--- src/rtl/alu_pkg.sv ---
// Shared opcode map, flag bit positions and sequencer states for the
// registered ALU and its iterative multiplier.
package alu_pkg;

  localparam logic [3:0] OP_NOP   = 4'b0000;
  localparam logic [3:0] OP_ADDCU = 4'b0001;
  localparam logic [3:0] OP_OR    = 4'b0010;
  localparam logic [3:0] OP_XOR   = 4'b0011;
  localparam logic [3:0] OP_LSH   = 4'b0100;
  localparam logic [3:0] OP_ADD   = 4'b0101;
  localparam logic [3:0] OP_ADDU  = 4'b0110;
  localparam logic [3:0] OP_ADDC  = 4'b0111;
  localparam logic [3:0] OP_CMPU  = 4'b1000;
  localparam logic [3:0] OP_SUB   = 4'b1001;
  localparam logic [3:0] OP_NOT   = 4'b1010;
  localparam logic [3:0] OP_CMP   = 4'b1011;
  localparam logic [3:0] OP_ACCEL = 4'b1100;
  localparam logic [3:0] OP_RSVD  = 4'b1101;
  localparam logic [3:0] OP_MULT  = 4'b1110;
  localparam logic [3:0] OP_AND   = 4'b1111;

  localparam int FLG_C  = 0;
  localparam int FLG_GT = 1;
  localparam int FLG_V  = 2;
  localparam int FLG_EQ = 3;
  localparam int FLG_N  = 4;

  typedef enum logic [1:0] {
    ST_IDLE = 2'd0,
    ST_MUL  = 2'd1,
    ST_DONE = 2'd2
  } state_t;

endpackage

--- src/rtl/alu_seq_mul.sv ---
// Iterative unsigned shift-add multiplier. The final step is presented
// combinationally on product while done is high, so the caller can latch it.
module alu_seq_mul #(
  parameter int WIDTH = 16
) (
  input  logic               clk,
  input  logic               rst_n,
  input  logic               start,
  input  logic [WIDTH-1:0]   a,
  input  logic [WIDTH-1:0]   b,
  output logic               busy,
  output logic               done,
  output logic [2*WIDTH-1:0] product
);

  localparam int CW = $clog2(WIDTH) + 1;

  logic [2*WIDTH-1:0] mcand_reg;
  logic [2*WIDTH-1:0] acc_reg;
  logic [2*WIDTH-1:0] step_sum;
  logic [WIDTH-1:0]   mplier_reg;
  logic [CW-1:0]      cnt_reg;
  logic               busy_reg;

  assign step_sum = acc_reg + (mplier_reg[0] ? mcand_reg : '0);
  assign busy     = busy_reg;
  assign done     = busy_reg && (cnt_reg == CW'(WIDTH - 1));
  assign product  = step_sum;

  always_ff @(posedge clk or negedge rst_n) begin
    if (!rst_n) begin
      mcand_reg  <= '0;
      acc_reg    <= '0;
      mplier_reg <= '0;
      cnt_reg    <= '0;
      busy_reg   <= 1'b0;
    end else if (start) begin
      mcand_reg  <= {{WIDTH{1'b0}}, a};
      acc_reg    <= '0;
      mplier_reg <= b;
      cnt_reg    <= '0;
      busy_reg   <= 1'b1;
    end else if (busy_reg) begin
      acc_reg    <= step_sum;
      mcand_reg  <= mcand_reg << 1;
      mplier_reg <= mplier_reg >> 1;
      cnt_reg    <= cnt_reg + CW'(1);
      if (done) begin
        busy_reg <= 1'b0;
      end
    end
  end

endmodule

--- src/rtl/alu_seq.sv ---
// Registered ALU with valid/ready handshakes, a persistent flags register
// and an iterative double-width multiplier.
module alu_seq
  import alu_pkg::*;
#(
  parameter int WIDTH = 16,
  parameter int SHW   = $clog2(WIDTH)
) (
  input  logic             clk,
  input  logic             rst_n,
  input  logic             in_valid,
  output logic             in_ready,
  input  logic [3:0]       op,
  input  logic [WIDTH-1:0] input1,
  input  logic [WIDTH-1:0] input2,
  input  logic             flags_wr,
  input  logic [4:0]       flags_wdata,
  output logic             out_valid,
  input  logic             out_ready,
  output logic [WIDTH-1:0] result,
  output logic [WIDTH-1:0] result_hi,
  output logic [4:0]       flags
);

  state_t             state_reg, state_next;
  logic [WIDTH-1:0]   result_reg, result_hi_reg, alu_res;
  logic [4:0]         flags_reg, flags_base, alu_flags, mul_flags;
  logic               accept, mul_start, mul_busy, mul_done, carry_in;
  logic [2*WIDTH-1:0] mul_product;
  logic [WIDTH:0]     wide;
  logic [WIDTH-1:0]   sh_mag;
  logic               sh_neg, sh_big;

  assign in_ready   = (state_reg == ST_IDLE);
  assign out_valid  = (state_reg == ST_DONE);
  assign accept     = in_valid && in_ready;
  assign mul_start  = accept && (op == OP_MULT) && !mul_busy;
  assign result     = result_reg;
  assign result_hi  = result_hi_reg;
  assign flags      = flags_reg;
  // A same-edge flags load forms the base; bits the op writes override it.
  assign flags_base = flags_wr ? flags_wdata : flags_reg;

  // Shift magnitude comes from the whole signed input2, so large values clear.
  assign sh_neg = input2[WIDTH-1];
  assign sh_mag = sh_neg ? (-input2) : input2;
  assign sh_big = (sh_mag >= WIDTH'(WIDTH));

  alu_seq_mul #(.WIDTH(WIDTH)) u_mul (
    .clk     (clk),
    .rst_n   (rst_n),
    .start   (mul_start),
    .a       (input1),
    .b       (input2),
    .busy    (mul_busy),
    .done    (mul_done),
    .product (mul_product)
  );

  always_comb begin
    mul_flags        = flags_base;
    mul_flags[FLG_C] = |mul_product[2*WIDTH-1:WIDTH];
  end

  always_comb begin
    alu_res   = input1;
    alu_flags = flags_base;
    wide      = '0;
    carry_in  = 1'b0;
    case (op)
      OP_ADD, OP_ADDU, OP_ADDC, OP_ADDCU: begin
        carry_in = ((op == OP_ADDC) || (op == OP_ADDCU)) && flags_reg[FLG_C];
        wide     = {1'b0, input1} + {1'b0, input2} + {{WIDTH{1'b0}}, carry_in};
        alu_res  = wide[WIDTH-1:0];
        alu_flags[FLG_C] = wide[WIDTH];
        alu_flags[FLG_V] = ((op == OP_ADDU) || (op == OP_ADDCU)) ? wide[WIDTH] :
                           ((input1[WIDTH-1] == input2[WIDTH-1]) &&
                            (wide[WIDTH-1] != input1[WIDTH-1]));
        alu_flags[FLG_N] = wide[WIDTH-1];
      end
      OP_SUB: begin
        wide    = {1'b0, input1} - {1'b0, input2};
        alu_res = wide[WIDTH-1:0];
        alu_flags[FLG_C] = wide[WIDTH];
        alu_flags[FLG_V] = (input1[WIDTH-1] != input2[WIDTH-1]) &&
                           (wide[WIDTH-1] != input1[WIDTH-1]);
        alu_flags[FLG_N] = wide[WIDTH-1];
      end
      OP_CMP: begin
        alu_flags[FLG_GT] = ($signed(input1) > $signed(input2));
        alu_flags[FLG_EQ] = (input1 == input2);
      end
      OP_CMPU: begin
        alu_flags[FLG_GT] = (input1 > input2);
        alu_flags[FLG_EQ] = (input1 == input2);
      end
      OP_AND:  alu_res = input1 & input2;
      OP_OR:   alu_res = input1 | input2;
      OP_XOR:  alu_res = input1 ^ input2;
      OP_NOT:  alu_res = ~input1;
      OP_LSH: begin
        if (sh_big) begin
          alu_res = '0;
        end else if (sh_neg) begin
          alu_res = input1 >> sh_mag[SHW-1:0];
        end else begin
          alu_res = input1 << sh_mag[SHW-1:0];
        end
      end
      OP_RSVD: alu_res = '0;
      default: alu_res = input1;
    endcase
  end

  always_ff @(posedge clk or negedge rst_n) begin
    if (!rst_n) begin
      state_reg <= ST_IDLE;
    end else begin
      state_reg <= state_next;
    end
  end

  always_comb begin
    state_next = state_reg;
    case (state_reg)
      ST_IDLE: begin
        if (accept) begin
          state_next = (op == OP_MULT) ? ST_MUL : ST_DONE;
        end
      end
      ST_MUL: begin
        if (mul_done) begin
          state_next = ST_DONE;
        end
      end
      ST_DONE: begin
        if (out_ready) begin
          state_next = ST_IDLE;
        end
      end
      default: state_next = ST_IDLE;
    endcase
  end

  always_ff @(posedge clk or negedge rst_n) begin
    if (!rst_n) begin
      result_reg    <= '0;
      result_hi_reg <= '0;
      flags_reg     <= '0;
    end else begin
      flags_reg <= flags_base;
      if (accept && (op != OP_MULT)) begin
        result_reg    <= alu_res;
        result_hi_reg <= '0;
        flags_reg     <= alu_flags;
      end else if ((state_reg == ST_MUL) && mul_done) begin
        result_reg    <= mul_product[WIDTH-1:0];
        result_hi_reg <= mul_product[2*WIDTH-1:WIDTH];
        flags_reg     <= mul_flags;
      end
    end
  end

endmodule

--- config.mk ---
export PLATFORM = sky130hd
export DESIGN_NAME = alu_seq
export DESIGN_NICKNAME = d
export VERILOG_FILES = /design/src/rtl/alu_pkg.sv /design/src/rtl/alu_seq_mul.sv /design/src/rtl/alu_seq.sv
export SDC_FILE = /design/constraint.sdc
export NUM_CORES = 1
export LEC_CHECK = 0
export CORE_MARGIN = 8
export CORE_UTILIZATION = 55
export DETAILED_ROUTE_END_ITERATION = 16
export HOLD_SLACK_MARGIN = 0.1
export PLACE_DENSITY = 0.82
export SYNTH_ARGS = -nofsm -noshare
export SYNTH_HDL_FRONTEND = slang
export SYNTH_SLANG_ARGS = --single-unit
--- constraint.sdc ---
create_clock -name clk -period 7.77 [get_ports clk]
set_clock_uncertainty 0.1 [all_clocks]
set_input_delay 0.777 -clock clk [delete_from_list [all_inputs] [get_ports clk]]
set_output_delay 0.777 -clock clk [all_outputs]
set_load 0.005 [all_outputs]
Yosys cells after proc, flatten, opt, wreduce, memory -nomap -nowiden
Index checks and enable logic that the tools add are counted.
Storage, ports and cells
  flip-flop bits (word level): 125
  output and inout port bits: 39
  word-level logic and storage cells: 103
  bits of input ports: 46
Operators by class
  $lt $le $gt $ge: 3
  add/sub/neg operators: 6
  equality and inequality tests: 26
  muxes and demuxes: 34
  reduce and logical (&&, ||, !) cells: 19
  shift operators: 2
  bitwise operators: 4
Operators with widths (count)
  32-bit two-way mux: 5
  16-bit two-way mux: 9
  16-bit case mux with 8 select lines: 1
  32-bit adder: 1
  16-bit > comparator: 2
  4-bit == test (second input constant): 7
  5-bit two-way mux: 4
  16-bit by 16-bit adder with 17-bit output: 1
  17-bit by 1-bit adder with 17-bit output: 1
  16-bit by 16-bit subtractor with 17-bit output: 1
  16-bit AND: 1
  16-bit == test: 1
  4-bit by 3-bit == test with 1-bit output (second input constant): 4
  16-bit by 5-bit greater-or-equal comparator with 1-bit output (second input constant): 1
  16-bit negator: 1
  16-bit NOT: 1
  16-bit OR: 1
  16-bit OR reduction: 1
  16-bit by 4-bit left shift with 16-bit output: 1
  16-bit by 4-bit >> shifter with 16-bit output: 1
  16-bit XOR: 1
  1-bit logical AND: 9
  4-bit by 2-bit == test with 1-bit output (second input constant): 2
  2-bit two-way mux: 4
  20 further kinds: 33

Logic depth before layout (Yosys ltp)
Gate-level depths: netlist of run 1.
  depth after elaboration: 9
  depth in mapped cells: 15
  depth with buffers taken out: 14

Cells and area by module
From an unflattened synthesis of run 1, not the netlist that was laid out.
Unflattened totals
  cell total of the unflattened synthesis: 1540
  area, all modules: 12632.1 sq um
Modules (own cells, without submodules)
  alu_seq: cells an instance 883, seq. area each 975.9 sq um, area each 6680.2 sq um, times used 1
  alu_seq_mul: cells an instance 657, seq. area each 2152.1 sq um, area each 5952.0 sq um, times used 1

Worst setup path before layout of run 1
OpenSTA, ideal clock, no wires.
  kind: input -> register
  start point: in input2[0]
  end point: reg result_reg[12], in the netlist result[12]
  path buffers: 4
  arrival: 4.088 ns
  path slack: 3.499 ns
  required time: 7.587 ns
  cell stages on the path: 15
  library setup time: 0.083 ns
  cells stage by stage: inv_1 buf_1 clkbuf_1 ha_1 mux2_2 clkbuf_1 clkbuf_1 nand2_1 o21ai_0 mux4_2 o22ai_1 o21ai_0 o221ai_1 a21oi_1 o21ai_0
Between the ends
  word-level cells in the longest chain between the ends: 7
  elaborated cells between the ends (all ways): 12
  classes of those cells: 4 x add/sub; 1 x order compare; 2 x shift; 5 x mux
RTL lines
  start, declared: line alu_seq.sv:15  | input logic [WIDTH-1:0] input2,
  parallel branches: the longest is 5 deep, another holds 16-bit negator
  16-bit case mux with 8 select lines *: line alu_seq.sv:70  | case (op)
  16-bit two-way mux *: line alu_seq.sv:152  | if (accept && (op != OP_MULT)) begin
  end signal, assigned: line alu_seq.sv:153  | result_reg <= alu_res;
  end signal, assigned: line alu_seq.sv:157  | result_reg <= mul_product[WIDTH-1:0];
  end, declared: line alu_seq.sv:26  | logic [WIDTH-1:0] result_reg, result_hi_reg, alu_res;
Every way passes the cells marked *.
A chain may end at the register's enable or synchronous reset.

Worst setup path in the final report of run 1
  start point: in input2[0]
  end point: reg result_reg[3], in the netlist result[3]
The elaborated chain is that of the path after synthesis.

==> results.py, run 1 <==
metrics = {
    "setup_path": {
        "cp.arrival_ns": 4.77,
        "cp_slowest_stage_delay_ns": 0.65,
        "crit_buf_inv": 4,
        "cp_top_family": "compound AO/OA/AOI/OAI gates",
        "cp_max_fo": 24,
        "endpoint_kind": "flop",
        "reg2reg_depth": 12,
        "rrSetupSlack_ns": 3.25,
        "path_class": "primary input to flop",
        "start_kind": "primary input",
        "cp.required_ns": 8.02,
        "r2r-end": "flags[0]",
        "critical_path.slowest_cell": "a2111o_1",
        "crit_top_cell": "buf_4",
        "path_cells": "clkdlybuf4s50_1, buf_4, inv_1, buf_4, ha_1, nand2b_1, nor4_1, a22oi_1, o22ai_1, o21ai_1, a2111o_1, or4_1, o22a_1, o22ai_2",
        "r2r-start": "u_mul.mplier_reg[0]",
    },
    "global_route": {
        "grt_start_max_net_pins": 73,
        "grt_pass1_wl_um": 64400,
        "gr-total-overflow": 0,
        "grtUsageTotal_pct": 31.0,
        "grt_pass1_vias": 11600,
        "antenna_found_initial": 2,
    },
    "floorplan": {
        "die_area_mm2": 0.0259,
        "die_w_um": 161,
        "initial_core_util_pct": 55.4,
        "die_h_um": 161,
        "fp.coreArea_mm2": 0.0208,
        "io_pins": 85,
        "rows": 53,
    },
    "yosys": {
        "ys_warn_count": 0,
        "netlist_instances": 1460,
        "yosysUniqueCellTypes": 76,
        "avgSynthCellArea_um2": 7.90,
        "async_flop_share_pct": 100,
        "yosys.area.top_type": "dfrtp_1",
        "synthesis.area_mm2": 0.0115,
        "synth_edf_count": 0,
        "ys.flop_type": "dfrtp_1",
        "ys_seq_area_share_pct": 27.1,
        "synth_top_area_share_pct": 27.1,
        "synth_seq_cells": 125,
        "syn_nets": 1593,
        "synthTopCellsByArea": "dfrtp_1 (27%), ha_1 (9.0%), o21ai_0 (7.2%)",
    },
    "clocking": {
        "cts.clk_slew.worst_paths_ns": 0.07,
        "cts_tree": "built",
        "clock_latency_ns": 0.44,
        "cts_root_buffer": "clkbuf_16",
        "cts_buffer_depth": 2,
        "hold_buffers": 0,
        "cts_setup_buffers": 0,
        "cts_made_buffers": 17,
        "htree_levels": 4,
        "cts_resized": 0,
        "cts_num_sinks": 125,
    },
    "placed_design": {
        "port_buffers": 84,
        "routabilityCongestion": 1.04,
        "dp_hpwl_um": 29500,
    },
    "sta": {
        "rsz0062_at_grt": "false",
        "period_needed_ns": 4.52,
        "fin_tns_setup_ns": 0,
        "hold_viol_final": 0,
        "slew_violations": 0,
        "clock.fmax_ghz": 0.221,
        "finalSetupViolCount": 0,
        "fin_crit_sh_pct": 58.2,
        "slew_headroom_pct": 33.1,
        "tightest_slew_ns": 1.00,
    },
    "final_layout": {
        "layout_commonest_cell": "nand2_1",
        "drive_gt1_share_pct": 5.75,
        "final_cell_mix": "nand2_1 (203), o21ai_0 (167), dfrtp_1 (124), a21oi_1 (88), nor2_1 (85)",
        "syn2layout_area_growth_pct": 13.6,
        "final_nets": 1615,
    },
    "power": {
        "ir_drop_mv": 0.160,
        "power_uw": 3100,
        "power.leakage_uw": 0.00568,
        "power.density_mw_per_mm2": 237,
    },
    "routing": {
        "vias_per_cell": 6.66,
        "drt-pass1-iter-count": 5,
        "drtIter0Drc": 1063,
        "finalWirelength_um": 40600,
        "vias": 11800,
        "drcViolationCount": 0,
        "ant_nets": 0,
        "drt-wirelength-per-cell_um": 22.9,
    },
    "job": {
        "max_cap_viol_count": 0,
    },
    "run_status": {
        "outcome": "completed",
    },
    "hold_path": {
        "hold_class": "primary input to async pin",
    },
}
==> cell families (layout without fill, tap and decap cells) <==
group | after synthesis | after routing | synth area share (%)
AOI/OAI and AO/OA | 477 | 477 | 26.2
xor gates and xnor gates | 45 | 45 | 3.42
adders and majority gates | 87 | 87 | 9.70
buffers and inverters | 157 | 192 | 5.21
DFF | 125 | 125 | 27.1
muxes | 92 | 92 | 9.01
other | 0 | 1 | 0
and+or+nand+nor | 477 | 477 | 19.3
==> routing by layer <==
layer  GRT usage [%]  vias up  wire (um)
met1            37.7     5602      15800
met5               0        -         18
met3            8.50      172       3820
met4            15.8        2       2180
met2            49.8      657      18700
li1                -     5367          -
==> area by class of cell <==
type	count	area [um^2]
inverter	54	203
clock buffer	18	429
timing repair buffer	106	1000
clock inverter	14	159
multi-input combinational	1178	7830
fill	1815	7720
sequential	125	3130
tap	275	344
antenna	1	2.50
==> worst max path at each step <==
stage | cells after the start | slack, ns | end | start
3_5_place_dp | 13 | 2.95 | result[14] | input2[0]
2_1_floorplan | 15 | 3.50 | result[12] | input2[0]
5_1_grt | 12 | 3.03 | flags[0] | u_mul.mplier_reg[0]
3_3_place_gp | 14 | 3.02 | result[3] | input2[0]
6_report | 14 | 3.25 | result[3] | input2[0]
4_1_cts | 12 | 3.30 | flags[0] | u_mul.mplier_reg[0]
==> worst register-to-register path, stage by stage, from the launching register on <==
cell and delay [ns]:
dfrtp_1 0.76, and2_1 0.36, ha_1 0.23, fa_1 0.44, a211oi_1 0.34, o211a_1 0.26, o32a_1 0.26, and2_1 0.19
o221ai_1 0.15, xnor2_1 0.42, nand4bb_1 0.15, nor4bb_1 0.52, a41oi_1 0.19
==> stage by stage <==
| stage | worst slack (ns) | util [%] | area (um^2) | instances | hold slack (ns) |
|---|---|---|---|---|---|
| after global routing | 3.03 | 62.9 | 13100 | 1771 | 0.395 |
| after global placement | 3.02 | 60.1 | 12500 | 1738 | 0.360 |
| after detailed placement | 2.95 | 60.1 | 12500 | 1738 | 0.366 |
| final | 3.25 | 62.9 | 13100 | 1771 | 0.345 |
| after floorplan | 3.50 | - | 11500 | 1460 | 0.353 |
| after CTS | 3.30 | 62.9 | 13100 | 1770 | 0.376 |
==> synth_stat cells, drive strengths merged, types with 11 or more instances <==
cell    count
nand2     204
nand3      44
ha         83
xor2       13
a21oi      89
a211oi     15
and3       16
inv        52
nor2       86
o21bai     12
o22ai      29
mux2i      78
nor4       12
clkbuf     95
o221ai     14
o21a       13
a31oi      15
and2       38
xnor2      32
nor3       20
o21ai     169
dfrtp     125
o211ai     19
a21o       16
nand4      11
==> power by group <==
group	total, uW	switching, uW	internal [uW]	leakage, uW
Combinational	1230	746	482	0.00374
Sequential	1060	212	851	0.00166
Clock	810	332	478	0.000276
Total	3100	1290	1810	0.00568
Power figures use the tool's default switching activity.
==> run 2: changes to the inputs <==
Clock period 7.77 ns to 4.5 ns, I/O delays scaled along.
==> run 2 against run 1 <==
  * Clock power increased by 73%
  * Combinational power increased by 88%
  * Worst setup slack got worse by 3.0 ns
  * Sequential power increased by 70%
  * Utilization increased by 2.2 points
  * Sequential share of layout area decreased by 0.81 points
  * Register-to-register slack got worse by 3.0 ns
  * Global-route usage increased by 1.3 points
  * Critical path type is now flop to flop
==> results.py, run 2 (same netlist as run 1, synthesis figures left out) <==
metrics = {
    "setup_path": {
        "r2r-end": "flags[0]",
        "rrSetupSlack_ns": 0.21,
        "cp.required_ns": 4.66,
        "startpoint": "u_mul.mplier_reg[0]",
        "cp_max_fo": 15,
        "endpoint": "flags[0]",
        "start_kind": "flop",
        "endpoint_kind": "flop",
        "reg2reg_depth": 13,
        "path_class": "flop to flop",
        "r2r-start": "u_mul.mplier_reg[0]",
        "cp.arrival_ns": 4.44,
    },
    "placed_design": {
        "routabilityCongestion": 0.998,
        "dp_hpwl_um": 32000,
        "place_area_mm2": 0.0130,
        "port_buffers": 84,
    },
    "clocking": {
        "htree_levels": 4,
        "clock_latency_ns": 0.42,
        "cts_root_buffer": "clkbuf_16",
        "cts_setup_buffers": 0,
        "cts_buffer_depth": 2,
        "cts_num_sinks": 125,
        "cts_made_buffers": 17,
        "cts.clk_slew.worst_paths_ns": 0.06,
        "cts_tree": "built",
    },
    "sta": {
        "finalSetupViolCount": 0,
        "slew_headroom_pct": 23.4,
        "fin_tns_setup_ns": 0,
        "rsz0062_at_grt": "false",
        "fin_crit_sh_pct": 95.2,
        "tightest_slew_ns": 1.14,
        "clock.fmax_ghz": 0.233,
        "slew_violations": 0,
        "hold_viol_final": 0,
        "period_needed_ns": 4.29,
    },
    "floorplan": {
        "die_area_mm2": 0.0259,
        "die_h_um": 161,
        "rows": 53,
        "die_w_um": 161,
        "initial_core_util_pct": 55.4,
        "io_pins": 85,
        "fp.coreArea_mm2": 0.0208,
    },
    "final_layout": {
        "antenna_cells": 0,
        "final_nets": 1674,
        "fin_area_mm2": 0.0136,
        "final-seq-area_mm2": 0.00313,
        "multi_input_area_mm2": 0.00784,
        "fillers": 1804,
        "syn2layout_area_growth_pct": 17.6,
        "layout_commonest_cell": "nand2_1",
        "final_cell_mix": "nand2_1 (203), o21ai_0 (167), dfrtp_1 (124), a21oi_1 (89), nor2_1 (85)",
        "drive_gt1_share_pct": 9.40,
    },
    "global_route": {
        "grt_pass1_wl_um": 66600,
        "grt_start_max_net_pins": 88,
        "gr-total-overflow": 0,
        "grtUsageTotal_pct": 32.3,
        "antenna_found_initial": 1,
        "grt_pass1_vias": 11700,
    },
    "routing": {
        "ant_nets": 0,
        "drcViolationCount": 0,
        "finalWirelength_um": 42700,
        "drt-pass1-iter-count": 6,
        "vias_per_cell": 6.63,
        "vias": 12100,
        "drt-wirelength-per-cell_um": 23.4,
        "drtIter0Drc": 1329,
    },
    "power": {
        "ir_drop_mv": 0.287,
        "power.leakage_uw": 0.00596,
        "power.density_mw_per_mm2": 406,
    },
    "job": {
        "max_cap_viol_count": 0,
    },
    "hold_path": {
        "hold_class": "primary input to async pin",
    },
    "run_status": {
        "outcome": "completed",
    },
}
==> run 2: cell types whose count changed in the layout (fill, tap and decap cells not counted), sizes merged <==
cell,before,now
buf,23,82
diode,1,0
==> run 2: timing repair <==
item,CTS,global route
gates resized for setup,0,1
endpoints found under the setup margin,0,1
hold buffers,0,0
==> run 2: metrics by stage <==
stage / utilization [%] / hold slack, ns / power [uW] / setup WS [ns] / std cells
6_report: 65.1 / 0.126 / 5510 / 0.214 / 1829
5_1_grt: 65.1 / 0.197 / 5810 / 0.0832 / 1829
4_1_cts: 65.1 / 0.150 / 5460 / 0.156 / 1829
3_5_place_dp: 62.3 / 0.372 / 4050 / 0.179 / 1797
3_3_place_gp: 62.3 / 0.360 / 3980 / 0.237 / 1797
2_1_floorplan: - / 0.0544 / 3130 / 0.556 / 1460
==> run 2: how the worst min path moves through the flow <==
| stage | start | cells after the start | to | slack [ns] |
|---|---|---|---|---|
| 2_1_floorplan | rst_n | 0 | flags[0] | 0.05 |
| 3_3_place_gp | u_mul.mplier_reg[14] | 2 | u_mul.mplier_reg[13] | 0.36 |
| 3_5_place_dp | u_mul.mplier_reg[15] | 2 | u_mul.mplier_reg[14] | 0.37 |
| 4_1_cts | rst_n | 1 | u_mul.mcand_reg[24] | 0.15 |
| 5_1_grt | rst_n | 1 | result_hi[12] | 0.20 |
| 6_report | rst_n | 1 | u_mul.mcand_reg[24] | 0.13 |
==> run 2: report_power, final <==
group	internal (uW)	switching, uW	leakage (uW)	total, uW
Sequential	1470	328	0.00166	1800
Clock	827	572	0.000276	1400
Combinational	931	1380	0.00403	2310
Total	3230	2280	0.00596	5510
==> run 2: per-layer routing <==
layer,up-vias,part of all wire (%),global-route usage [%]
met5,-,0.030,0
met4,2,5.7,17.2
met3,160,9.5,7.60
met2,700,45,50.4
met1,5782,40,41.0
li1,5486,-,-
==> run 2: worst max-delay path: stages (launching register included) <==
cell       delay [ns]
dfrtp_1          0.67
buf_4            0.28
and2_1           0.15
ha_1             0.28
and2_1           0.21
a222oi_1         0.46
o32a_1           0.31
o21ai_1          0.18
a21oi_1          0.32
xnor2_1          0.10
nand4bb_1        0.19
nor4bb_2         0.54
buf_4            0.20
a41oi_1          0.13
==> run 2: final cells by class <==
class | count | area share (%)
Clock inverter | 14 | 1.17
Multi-Input combinational cell | 1178 | 57.8
Clock buffer | 18 | 3.16
Tap cell | 275 | 2.54
Inverter | 54 | 1.49
Sequential cell | 125 | 23.1
Timing Repair Buffer | 165 | 10.8
